<file path="src/rtl/dmem_arbiter.sv">
// Round-robin arbiter sharing one single-ported data memory between the MEM stage (port 0)
// and the loader/debug port (port 1). Each access takes IDLE -> ACCESS -> DONE.
module dmem_arbiter #(
  parameter int unsigned ADDR_LIMIT = 1024,
  parameter int unsigned WORD_BYTES = 4
) (
  input  logic        clk,
  input  logic        rst,
  input  logic        req0,
  input  logic        we0,
  input  logic [31:0] addr0,
  input  logic [31:0] wdata0,
  output logic        ack0,
  output logic        err0,
  output logic [31:0] rdata0,
  output logic        stall0,
  input  logic        req1,
  input  logic        we1,
  input  logic [31:0] addr1,
  input  logic [31:0] wdata1,
  output logic        ack1,
  output logic        err1,
  output logic [31:0] rdata1,
  output logic        mem_we,
  output logic        mem_re,
  output logic [31:0] mem_addr,
  output logic [31:0] mem_wdata,
  input  logic [31:0] mem_rdata
);

  typedef enum logic [1:0] {IDLE, ACCESS, DONE} state_t;

  state_t      state, state_nx;
  logic        last_grant;
  logic        gnt_l, we_l, err_l;
  logic [31:0] addr_l, wdata_l;

  logic        grant_vld, grant_port;
  logic        sel_we, sel_err;
  logic [31:0] sel_addr, sel_wdata;
  logic [31:0] rd_val;

  // Tie goes to the port that did not win last; a lone requester always wins.
  always_comb begin
    grant_vld  = req0 | req1;
    grant_port = (req0 & req1) ? ~last_grant : req1;
    sel_we     = grant_port ? we1    : we0;
    sel_addr   = grant_port ? addr1  : addr0;
    sel_wdata  = grant_port ? wdata1 : wdata0;
    sel_err    = ((sel_addr % 32'(WORD_BYTES)) != 32'd0) || (sel_addr >= 32'(ADDR_LIMIT));
    rd_val     = (we_l | err_l) ? 32'd0 : mem_rdata;
  end

  // rst gates the enables so a reset landing in ACCESS never commits a write.
  always_comb begin
    state_nx  = state;
    mem_we    = 1'b0;
    mem_re    = 1'b0;
    mem_addr  = 32'd0;
    mem_wdata = 32'd0;
    case (state)
      IDLE: begin
        if (grant_vld) state_nx = ACCESS;
      end
      ACCESS: begin
        mem_addr  = addr_l;
        mem_wdata = wdata_l;
        mem_we    = we_l & ~err_l & ~rst;
        mem_re    = ~we_l & ~err_l & ~rst;
        state_nx  = DONE;
      end
      DONE: begin
        state_nx = IDLE;
      end
      default: state_nx = IDLE;
    endcase
  end

  always_ff @(posedge clk) begin
    if (rst) begin
      state      <= IDLE;
      last_grant <= 1'b1;
      gnt_l      <= 1'b0;
      we_l       <= 1'b0;
      err_l      <= 1'b0;
      addr_l     <= 32'd0;
      wdata_l    <= 32'd0;
      ack0       <= 1'b0;
      err0       <= 1'b0;
      rdata0     <= 32'd0;
      ack1       <= 1'b0;
      err1       <= 1'b0;
      rdata1     <= 32'd0;
    end else begin
      state  <= state_nx;
      ack0   <= 1'b0;
      err0   <= 1'b0;
      rdata0 <= 32'd0;
      ack1   <= 1'b0;
      err1   <= 1'b0;
      rdata1 <= 32'd0;
      case (state)
        IDLE: begin
          if (grant_vld) begin
            gnt_l      <= grant_port;
            last_grant <= grant_port;
            we_l       <= sel_we;
            addr_l     <= sel_addr;
            wdata_l    <= sel_wdata;
            err_l      <= sel_err;
          end
        end
        ACCESS: begin
          // Completion registers are loaded here so they are visible exactly in DONE.
          ack0   <= ~gnt_l;
          err0   <= ~gnt_l & err_l;
          rdata0 <= gnt_l ? 32'd0 : rd_val;
          ack1   <= gnt_l;
          err1   <= gnt_l & err_l;
          rdata1 <= gnt_l ? rd_val : 32'd0;
        end
        default: ;
      endcase
    end
  end

  assign stall0 = req0 & ~ack0;

endmodule

</file>
<file path="config.mk">
export PLATFORM = sky130hd
export DESIGN_NAME = dmem_arbiter
export DESIGN_NICKNAME = d
export VERILOG_FILES = /design/src/rtl/dmem_arbiter.sv
export SDC_FILE = /design/constraint.sdc
export NUM_CORES = 1
export LEC_CHECK = 0
export ABC_AREA = 1
export BUFFER_PORTS_ARGS = -buffer_cell sky130_fd_sc_hd__buf_2
export CAP_MARGIN = 0
export CORE_AREA = 2 2 117 119
export CTS_BUF_LIST = sky130_fd_sc_hd__clkbuf_2 sky130_fd_sc_hd__clkbuf_4 sky130_fd_sc_hd__clkbuf_8
export CTS_CLUSTER_DIAMETER = 120
export DETAILED_ROUTE_END_ITERATION = 10
export DIE_AREA = 0 0 119 121
export GPL_TIMING_DRIVEN = 0
export PLACE_DENSITY = 0.77
export SLEW_MARGIN = 10
export SYNTH_ARGS = -nofsm -noshare
export SYNTH_HDL_FRONTEND = slang
export SYNTH_SLANG_ARGS = --single-unit
</file>
<file path="constraint.sdc">
create_clock -name clk -period 1.6 [get_ports clk]
set_input_delay 0 -clock clk [delete_from_list [all_inputs] [get_ports clk]]
set_output_delay 0 -clock clk [all_outputs]
set_load 0.02 [all_outputs]
</file>
==> results of run 1 <==
power by group:
part | leakage [nW] | switching, mW | internal (mW)
registers | 1.13 | 0.175 | 3.67
logic | 3.60 | 1.56 | 1.01
clock network | 0.193 | 1.53 | 1.46
placed cells by master (no fill, tap or decap), types with 10 or more instances in the layout:
cell type,n
sky130_fd_sc_hd__buf_2,250
sky130_fd_sc_hd__dlygate4sd3_1,173
sky130_fd_sc_hd__nand2_1,138
sky130_fd_sc_hd__dfxtp_1,136
sky130_fd_sc_hd__inv_1,112
sky130_fd_sc_hd__o21ai_0,65
sky130_fd_sc_hd__nor3_1,63
sky130_fd_sc_hd__a31oi_1,54
sky130_fd_sc_hd__buf_6,52
sky130_fd_sc_hd__nor2_4,36
sky130_fd_sc_hd__nor2_1,27
sky130_fd_sc_hd__nor2_2,24
sky130_fd_sc_hd__buf_4,22
sky130_fd_sc_hd__clkbuf_8,19
sky130_fd_sc_hd__nand3_1,15
sky130_fd_sc_hd__a21oi_1,11
sky130_fd_sc_hd__clkbuf_2,10
final timing paths:
path / slack (ns) / depth (start not counted) / endpoint / start
worst min-delay path: 0.11 / 4 / addr_l[0] / req1
worst max register to register: -0.19 / 9 / err_l / last_grant
worst max-delay path: -0.23 / 7 / mem_wdata[18] / state[0]
worst min register to register: 0.53 / 1 / ack0 / gnt_l
state kept, by name (all words and copies together) (netlist names):
| register | count |
|---|---|
| ack0 | 1 |
| ack1 | 1 |
| addr_l | 32 |
| err0 | 1 |
| err1 | 1 |
| err_l | 1 |
| gnt_l | 1 |
| last_grant | 1 |
| rdata0 | 32 |
| rdata1 | 32 |
| state | 2 |
| wdata_l | 32 |
| we_l | 1 |
metrics by stage:
step / cells / setup TNS [ns] / util
6_report: 1444 / -1.88 / 0.787
5_1_grt: 1444 / -2.62 / 0.787
4_1_cts: 1439 / -0.0224 / 0.748
3_5_place_dp: 1235 / 0 / 0.560
3_3_place_gp: 1235 / 0 / 0.560
2_1_floorplan: 760 / 0 / -
worst max-delay path, stage by stage (launching register included):
cell	delay [ns]
sky130_fd_sc_hd__dfxtp_2	0.33
sky130_fd_sc_hd__inv_2	0.03
sky130_fd_sc_hd__nor2_2	0.10
sky130_fd_sc_hd__inv_2	0.08
sky130_fd_sc_hd__clkbuf_16	0.17
sky130_fd_sc_hd__clkbuf_16	0.18
sky130_fd_sc_hd__nor2_2	0.30
sky130_fd_sc_hd__buf_6	0.18
cells by family (layout without fill, tap and decap cells):
family,after synthesis,after routing
and+or+nand+nor,313,314
DFF,138,138
AOI/OAI and AO/OA,137,137
buffers and inverters,172,677
other,0,2
final cells by class:
type                    count  area (sq um)
well taps                 176           220
plain buffers              53           437
inverters                 117           439
clock inverters            13           144
fillers                   648          2790
repair buffers            475          3570
flip-flops and latches    138          2770
diodes                      2          5.00
clock buffers              19           255
multi-input cells         451          2460
routing by layer:
layer,vias up,part of all wire,global-route usage
li1,3404,-,-
met5,-,0.00030,0
met1,3824,0.31,0.380
met3,471,0.14,0.100
met4,2,0.12,0.275
met2,1120,0.43,0.621
timing repair:
item,4_1_cts,5_1_grt
endpoints found under the setup margin,62,128
endpoints found under the hold margin,133,0
cloned,0,3
hold buffers,173,0
pin swaps,0,3
buffers inserted,0,1
resized for setup,105,154
==> out/results.env, run 1 <==
OUTCOME='finished with violations'
VIOLATIONS='design-rule violations, negative setup slack'
POST_SYNTH_XOR_AREA_FRACTION=0
YS.WARNINGS.COUNT=0
GRT_MAX_DEGREE=20
TIMING.SETUP.CRITICAL_PATH_CLASS='reg2out'
SYNTH_FLOP_CELL='sky130_fd_sc_hd__dfxtp_1'
ROUTED_VIA_DENSITY=6.11
SYNTH_COMPOUND_AREA_FRAC=0.138
GRT_PASS1_WL_UM=40700
TIGHTEST_SLEW_NS=0.529
ANTENNA_FOUND_INITIAL=3
P_LEAK_nW=4.93
SYNTH.NET_COUNT=926
ROUTEDWLPERCELL_UM=23.4
CTS_INSERTED_BUFFERS=17
SYNTH_CELL_TYPES=26
IO_BUFFER_COUNT=299
FLOORPLAN.INITIALDENSITY=0.428
POSTSYNTHCELLCOUNT=760
SYNTHMOSTINSTANTIATEDCELL='sky130_fd_sc_hd__nand2_1'
TOTAL_GLOBAL_ROUTE_TRACK_USAGE=0.363
DRT-PASS1-ITER-COUNT=11
PLACED_AREA_SQ_UM=7320
CTS_TREE='yes'
PLACE_HPWL_UM=13800
SYNTH_TOP_CELLS_BY_AREA='sky130_fd_sc_hd__dfxtp_1 (49%), sky130_fd_sc_hd__nand2_1 (9.3%), sky130_fd_sc_hd__inv_1 (7.6%)'
LIBRARY_CELL_USED_AS_CLOCK_ROOT_BUFFER='sky130_fd_sc_hd__clkbuf_8'
POWER_mW=9.39
RSZ0062_AT_GRT='yes'
CAP_VIOL_MAX_COUNT=0
ANT_NETS=0
SYNTH-ADDER-AREA-SHARE=0
TIMING.FINAL.MAX_SLEW_VIOLATIONS=0
WORST_HOLD_MARGIN_NS=0.109
START_KIND='flip-flop'
SYNTH_TOP_FAMILY_BY_AREA='simple AND/OR/NAND/NOR gates'
AREAGROWTHSYNTHTOFINISH_PCT=83.7
CLK_LATENCY_NS=0.45
CTS_MAX_PATH_BUFFERS=2
CLK_TRANSITION_REPORTED_PATHS_NS=0.09
VDD_IR_DROP_MAX_uV=635
MAXCLOCKFREQUENCY_MHz=546
FINALSETUPVIOLCOUNT=40
SYNTH.CELL_AREA_SQ_UM=5610
SYNTH_SIMPLE_GATE_AREA_SHARE=0.239
WORSTPATHREQUIRED_NS=1.60
SYNTHTOPCELLSBYCOUNT='sky130_fd_sc_hd__nand2_1 (139), sky130_fd_sc_hd__dfxtp_1 (138), sky130_fd_sc_hd__inv_1 (114)'
CP.ARRIVAL_NS=1.83
MIN-DELAY-PATH-CLASS='in2reg'
DRT-INITIAL-DRC-COUNT=1537
DIE_X_EXTENT_UM=119
DIE_HEIGHT_UM=121
GRT_REMAINING_OVERFLOW=0
AVGSYNTHCELLAREA_SQ_UM=7.38
SYNTH.FF_LATCH_COUNT=138
FINALWIRELENGTH_UM=33800
DRC=21
GP_CONGESTION=0.893
NUM_IO_PINS=301
FINAL_PERIOD_MINUS_WORST_SETUP_SLACK_NS=1.83
CLOCK-SKEW-FINAL_NS=0.00929
DR_TOTAL_VIAS=8821
ROWS=42
SYNTH_TOP_CELL_BY_AREA='sky130_fd_sc_hd__dfxtp_1'
SYNTH_TOP_CELL_AREA_SHARE=0.493
SYNTHMUXAREASHARE=0
POST_ROUTE_CELLS_DRIVE_ABOVE_1_SHARE=0.359
FP.DIEAREA_SQ_UM=14400
NUMCLOCKSINKS=138
FIN_WS_NS=-0.233
PATH_MAX_FANOUT=10
SYNTH-EDFF-COUNT=0
FIRST_GLOBAL_VIAS=8088
FIN_CRIT_SH=1.15
PRECTSSETUPSLACK_NS=0.0366
SLEW_HEADROOM=0.647
SYNTHARSTFLOPSHARE=0
FINISH.INSTANCE_AREA_SQ_UM=10300
FINAL_HOLD_VIOL_COUNT=0
CRITICAL_PATH.ENDPOINT_TYPE='output port'
NUMBER_OF_NETS_IN_THE_FINISHED_DESIGN=1419
SYNTH_SEQ_AREA_SHARE=0.493
POWER.DENSITY_CELL_AREA_nW_PER_UM2=912
CORE_REGION_AREA_SQ_UM=13100
CTS_HTREE_LEVELS=4
Power figures use the tool's default switching activity.
==> run 2: changes to the inputs <==
--- a/config.mk
+++ b/config.mk
@@ -15,6 +15,7 @@
 export DIE_AREA = 0 0 119 121
 export GPL_TIMING_DRIVEN = 0
 export PLACE_DENSITY = 0.77
+export SKIP_LAST_GASP = 1
 export SLEW_MARGIN = 10
 export SYNTH_ARGS = -nofsm -noshare
 export SYNTH_HDL_FRONTEND = slang
==> constraint.sdc (replaced) <==
create_clock -name clk -period 1.78 [get_ports clk]
set_input_delay 0 -clock clk [delete_from_list [all_inputs] [get_ports clk]]
set_output_delay 0 -clock clk [all_outputs]
set_load 0.02 [all_outputs]
==> run 2 against run 1 <==
Compared with the run above: highest routed layer is now met4; via count shrank 12%; utilization shrank 6.0 points; critical path depth is the same; setup slack gained 0.29 ns; the flow now finishes without violations; critical path type unchanged; largest power group unchanged.
==> out/results.env, run 2 (synthesis results as in run 1) <==
OUTCOME='complete, no violations'
TIMING.FINAL.MAX_SLEW_VIOLATIONS=0
DRT-PASS1-ITER-COUNT=7
DIE_X_EXTENT_UM=119
PLACE_HPWL_UM=13800
FINAL_CELL_MIX='sky130_fd_sc_hd__buf_2 (306), sky130_fd_sc_hd__dlygate4sd3_1 (173), sky130_fd_sc_hd__nand2_1 (139), sky130_fd_sc_hd__dfxtp_1 (137), sky130_fd_sc_hd__inv_1 (114)'
FINISH.INSTANCE_AREA_SQ_UM=9520
CP.ARRIVAL_NS=1.72
WORST-PATH-BUF-INV=5
CTS_HTREE_LEVELS=4
START_KIND='flip-flop'
CLK_TRANSITION_REPORTED_PATHS_NS=0.09
P_INT_mW=5.37
MAXCLOCKFREQUENCY_MHz=580
PLACE_INST=1235
ROWS=42
POSTCTSSETUPBUFFERS=0
FINAL_HOLD_VIOL_COUNT=0
DRC=0
ROUTEDWLPERCELL_UM=17.5
CLOCK-SKEW-FINAL_NS=0.0130
CLOCK_POWER_SHARE=0.334
WORSTREG2REGSTART='last_grant'
DRT-INITIAL-DRC-COUNT=656
PLACED_AREA_SQ_UM=7320
FINAL_CELLS=1442
NUMCLOCKSINKS=138
FLOORPLAN.INITIALDENSITY=0.428
LIBRARY_CELL_USED_AS_CLOCK_ROOT_BUFFER='sky130_fd_sc_hd__clkbuf_8'
MIN_DELAY_PATH_DEPTH=4
SLEW_HEADROOM=0.660
DIE_HEIGHT_UM=121
SETUP_TOTAL_NEGATIVE_SLACK_NS=0
WORSTPATHREQUIRED_NS=1.78
TOTAL_GLOBAL_ROUTE_TRACK_USAGE=0.332
HOLD_PATH_END='addr_l[0]'
CRIT_CHAIN='inv_1, nor2_1, inv_2, buf_2, clkbuf_4, nor2_1, buf_2'
LAYOUT_COMMONEST_CELL='sky130_fd_sc_hd__buf_2'
CTS_TREE='yes'
ANTENNA_FOUND_INITIAL=0
ANT_NETS=0
P_LEAK_nW=4.79
FP.DIEAREA_SQ_UM=14400
GRT_REMAINING_OVERFLOW=0
CTS_INSERTED_BUFFERS=17
PATH_MAX_FANOUT=10
FIRST_GLOBAL_VIAS=7774
REG_TO_REG_END='addr_l[11]'
NUMBER_OF_NETS_IN_THE_FINISHED_DESIGN=1416
REG2REG_DEPTH=7
GP_CONGESTION=0.893
CRIT_SLOWEST_CELL='sky130_fd_sc_hd__dfxtp_1'
POST_ROUTE_CELLS_DRIVE_ABOVE_1_SHARE=0.302
MIN-DELAY-PATH-CLASS='in2reg'
FINALSETUPVIOLCOUNT=0
CAP_VIOL_MAX_COUNT=0
SEQ_POWER_SHARE=0.434
CORE_REGION_AREA_SQ_UM=13100
VDD_IR_DROP_MAX_uV=564
CP_SLOWEST_STAGE_DELAY_NS=0.32
IO_BUFFER_COUNT=299
CRITICAL_PATH.ENDPOINT_TYPE='output port'
AREAGROWTHSYNTHTOFINISH_PCT=69.8
RSZ0062_AT_GRT='yes'
DR_TOTAL_VIAS=7781
TIGHTEST_SLEW_NS=0.511
GRT_PASS1_WL_UM=37700
POWER.SHARE.SWITCHING=0.319
FIN_CRIT_SH=0.969
FINALWIRELENGTH_UM=25300
HOLD_START='req1'
POWER.DENSITY_CELL_AREA_nW_PER_UM2=830
FINAL_PERIOD_MINUS_WORST_SETUP_SLACK_NS=1.72
GRT_MAX_DEGREE=20
CTS_MAX_PATH_BUFFERS=2
POWER_FRAC_COMB=0.233
ROUTED_VIA_DENSITY=5.40
REG2REG_SETUP_SLACK_NS=0.07
TIMING.SETUP.CRITICAL_PATH_CLASS='reg2out'
TIMING.CRITICAL_PATH.MAX_DELAY_FAMILY='buffers and inverters'
POWER.NET_SWITCHING_mW=2.52
CLK_LATENCY_NS=0.45
NUM_IO_PINS=301
[run 2: power groups by stage]
stage	Sequential (mW)	Combinational (mW)	Clock [mW]
after floorplan	3.47	0.825	0
after global placement	3.45	1.35	0
after detailed placement	3.46	1.36	0
after CTS	3.39	1.69	2.61
after global routing	3.43	1.95	2.77
final	3.42	1.84	2.64
[run 2: worst max-delay path by stage]
| stage | from | endpoint | slack, ns | depth (start not counted) |
|---|---|---|---|---|
| after floorplan | state[1] | err_l | 0.52 | 8 |
| after global placement | state[0] | mem_addr[16] | 0.21 | 7 |
| after detailed placement | state[1] | wdata_l[31] | 0.22 | 5 |
| after CTS | state[0] | mem_wdata[2] | 0.005 | 7 |
| after global routing | state[0] | mem_addr[19] | -0.03 | 7 |
| final | state[0] | mem_addr[19] | 0.06 | 7 |
[run 2: area by class of cell]
class,instances,area [sq um]
Multi-Input combinational cell,450,2120
Timing Repair Buffer,472,3250
Clock buffer,19,255
Inverter,117,439
Sequential cell,138,2760
Buffer,54,315
Antenna cell,3,7.51
Clock inverter,13,144
Fill cell,813,3570
Tap cell,176,220
[run 2: metrics by stage]
step / total power, mW / utilization / setup slack [ns] / hold WS [ns]
finish: 7.89 / 0.727 / 0.0556 / 0.0638
global placement: 4.80 / 0.560 / 0.213 / 0.242
detailed placement: 4.82 / 0.560 / 0.217 / 0.247
CTS: 7.69 / 0.723 / 0.00494 / 0.0185
global route: 8.16 / 0.727 / -0.0292 / 0.0555
floorplan: 4.29 / - / 0.516 / 0.0691
[run 2: worst min-delay path: stages]
cell                      delay [ns]
sky130_fd_sc_hd__buf_6          0.13
sky130_fd_sc_hd__nand2_8        0.10
sky130_fd_sc_hd__nand2_1        0.12
sky130_fd_sc_hd__a31oi_1        0.10
[run 2: what timing repair did]
| action | CTS | global route |
|---|---|---|
| gates resized for setup | 9 | 29 |
| hold buffers | 173 | 0 |
| endpoints found under the hold margin | 133 | 0 |
| endpoints found under the setup margin | 61 | 65 |
[run 2: layer usage]
metal,track usage,up-vias,part of all wire
met5,0,-,0
met4,0.243,0,0.077
met3,0.101,220,0.10
met2,0.580,684,0.48
met1,0.336,3479,0.34
li1,-,3398,-
==> run 3: changes to the inputs <==
--- a/config.mk
+++ b/config.mk
@@ -8,13 +8,13 @@
 export ABC_AREA = 1
 export BUFFER_PORTS_ARGS = -buffer_cell sky130_fd_sc_hd__buf_2
 export CAP_MARGIN = 0
-export CORE_AREA = 2 2 117 119
+export CORE_MARGIN = 2
+export CORE_UTILIZATION = 40
 export CTS_BUF_LIST = sky130_fd_sc_hd__clkbuf_2 sky130_fd_sc_hd__clkbuf_4 sky130_fd_sc_hd__clkbuf_8
 export CTS_CLUSTER_DIAMETER = 120
 export DETAILED_ROUTE_END_ITERATION = 10
-export DIE_AREA = 0 0 119 121
 export GPL_TIMING_DRIVEN = 0
-export PLACE_DENSITY = 0.77
+export PLACE_DENSITY = 0.73
 export SKIP_LAST_GASP = 1
 export SLEW_MARGIN = 10
 export SYNTH_ARGS = -nofsm -noshare
==> run 3 against run 2 <==
Compared with the run above: via count down 5.2%; clock-buffer cell count down 1; sequential share of layout area about the same; critical path type is now reg2reg.
==> out/results.env, run 3 (synthesis results as in run 1) <==
OUTCOME='complete, no violations'
LAYOUT_COMMONEST_CELL='sky130_fd_sc_hd__buf_2'
ANT_NETS=0
REG2REG_SETUP_SLACK_NS=0.06
POWER_FRAC_COMB=0.221
FINALSETUPVIOLCOUNT=0
TIMING.FINAL.MAX_SLEW_VIOLATIONS=0
NUMCLOCKSINKS=138
POWER.NET_SWITCHING_mW=2.43
CRIT_PATH_END='addr_l[14]'
IO_BUFFER_COUNT=299
AREAGROWTHSYNTHTOFINISH_PCT=69.6
ROWS=43
CLK_TRANSITION_REPORTED_PATHS_NS=0.08
CORE_REGION_AREA_SQ_UM=13800
REG2REG_DEPTH=7
SLEW_HEADROOM=0.679
CRITICAL_PATH.ENDPOINT_TYPE='flip-flop'
SEQ_POWER_SHARE=0.425
DRT-INITIAL-DRC-COUNT=613
START_KIND='flip-flop'
FIN_WS_NS=0.0615
CTS_MAX_PATH_BUFFERS=2
CLOCK-SKEW-FINAL_NS=0.0117
P_LEAK_nW=4.81
MULTIINPUTGATEAREA_SQ_UM=2120
DRC=0
CRIT_PATH_START='last_grant'
FINAL_HOLD_VIOL_COUNT=0
FP.DIEAREA_SQ_UM=15000
POWER_mW=8.03
CTS_HTREE_LEVELS=4
MAXCLOCKFREQUENCY_MHz=582
CP.ARRIVAL_NS=2.06
SEQ_AREA_SQ_UM=2760
WORSTPATHREQUIRED_NS=2.12
CAP_VIOL_MAX_COUNT=0
GRT_REMAINING_OVERFLOW=0
WORSTREG2REGSTART='last_grant'
DRT-PASS1-ITER-COUNT=6
ROUTEDWLPERCELL_UM=16.4
ROUTED_VIA_DENSITY=5.11
GRT_PASS1_WL_UM=36100
NUM-FILL-CELLS=982
DIE_X_EXTENT_UM=122
GRT_MAX_DEGREE=20
NUM_IO_PINS=301
FINAL_CELL_MIX='sky130_fd_sc_hd__buf_2 (312), sky130_fd_sc_hd__dlygate4sd3_1 (172), sky130_fd_sc_hd__nand2_1 (139), sky130_fd_sc_hd__dfxtp_1 (138), sky130_fd_sc_hd__inv_1 (114)'
RSZ0062_AT_GRT='yes'
MIN-DELAY-PATH-CLASS='in2reg'
FIN_CRIT_SH=0.965
TIMING.SETUP.CRITICAL_PATH_CLASS='reg2reg'
TIGHTEST_SLEW_NS=0.481
VDD_IR_DROP_MAX_uV=520
NUMBER_OF_NETS_IN_THE_FINISHED_DESIGN=1414
LIBRARY_CELL_USED_AS_CLOCK_ROOT_BUFFER='sky130_fd_sc_hd__clkbuf_8'
PRECTSSETUPSLACK_NS=0.137
FIRST_GLOBAL_VIAS=7394
DR_TOTAL_VIAS=7377
ANTENNA_FOUND_INITIAL=3
CLOCK_POWER_SHARE=0.354
FINAL_PERIOD_MINUS_WORST_SETUP_SLACK_NS=1.72
CLK_LATENCY_NS=0.45
P_INT_mW=5.60
PATH_MAX_FANOUT=10
DIE_HEIGHT_UM=122
FINALWIRELENGTH_UM=23700
POST_ROUTE_CELLS_DRIVE_ABOVE_1_SHARE=0.298
GP_CONGESTION=0.871
CTS_INSERTED_BUFFERS=17
FLOORPLAN.INITIALDENSITY=0.407
POWER.DENSITY_CELL_AREA_nW_PER_UM2=845
TOTAL_GLOBAL_ROUTE_TRACK_USAGE=0.312
REG_TO_REG_END='addr_l[14]'
PLACE_HPWL_UM=13900
CTS_TREE='yes'
POWER.SHARE.SWITCHING=0.303
run 3: cell count changes in the layout (fill, tap and decap cells not counted), sizes merged:
| cell | previous run | this run |
|---|---|---|
| clkbuf | 44 | 45 |
| clkinvlp | 4 | 1 |
| inv | 120 | 119 |
| buf | 328 | 325 |
| diode | 3 | 4 |
| dlygate4sd3 | 173 | 172 |
| clkinv | 4 | 7 |
| bufinv | 2 | 4 |
run 3: metrics by stage:
stage / setup TNS (ns) / utilization / hold slack [ns] / cells / area, sq um
detailed placement: 0 / 0.532 / 0.246 / 1239 / 7330
floorplan: 0 / - / 0.0691 / 760 / 5610
CTS: -0.0233 / 0.689 / 0.0220 / 1442 / 9490
global placement: 0 / 0.532 / 0.239 / 1239 / 7330
finish: 0 / 0.690 / 0.0206 / 1445 / 9510
global route: -0.0271 / 0.690 / 0.0276 / 1444 / 9510
run 3: final cells by class:
type                       count  area share
clock buffer                  18      0.0254
multi-input combinational    450       0.223
tap                          180      0.0237
inverter                     117      0.0462
buffer                        53      0.0312
antenna                        4     0.00105
clock inverter                14      0.0205
sequential                   138       0.291
timing repair buffer         471       0.339
run 3: worst min-delay path by stage:
stage	start	endpoint	cells past startpoint
6_report	addr0[10]	addr_l[10]	5
5_1_grt	req1	addr_l[0]	4
4_1_cts	req1	addr_l[0]	4
3_5_place_dp	rst	gnt_l	2
3_3_place_gp	rst	gnt_l	2
2_1_floorplan	rst	gnt_l	1
run 3: what timing repair did:
item	in CTS	in global routing
buffers inserted	0	0
hold buffers	173	0
resized for setup	0	20
setup endpoints to repair	61	65
hold endpoints to repair	134	0
run 3: worst max-delay path, cell delays in order (launching register included):
cell and delay, ns:
sky130_fd_sc_hd__dfxtp_1 0.39, sky130_fd_sc_hd__nand2_4 0.13, sky130_fd_sc_hd__nand2_8 0.13, sky130_fd_sc_hd__buf_8 0.14, sky130_fd_sc_hd__nand2_1 0.05, sky130_fd_sc_hd__o21ai_1 0.11
sky130_fd_sc_hd__dlygate4sd3_1 0.58, sky130_fd_sc_hd__a21oi_1 0.07
run 3: power groups by stage:
stage                     combinational [mW]  sequential (mW)  clock (mW)
final                                   1.78             3.41        2.84
after global routing                    1.92             3.43        3.02
after CTS                               1.68             3.39        2.86
after detailed placement                1.36             3.46           0
after global placement                  1.35             3.45           0
after floorplan                        0.825             3.47           0
run 3: per-layer routing:
metal	up-vias	track usage	wire length (um)
met5	-	0	0
met4	0	0.204	1510
met3	166	0.0827	2180
met2	531	0.536	11500
met1	3285	0.337	8530
li1	3395	-	-
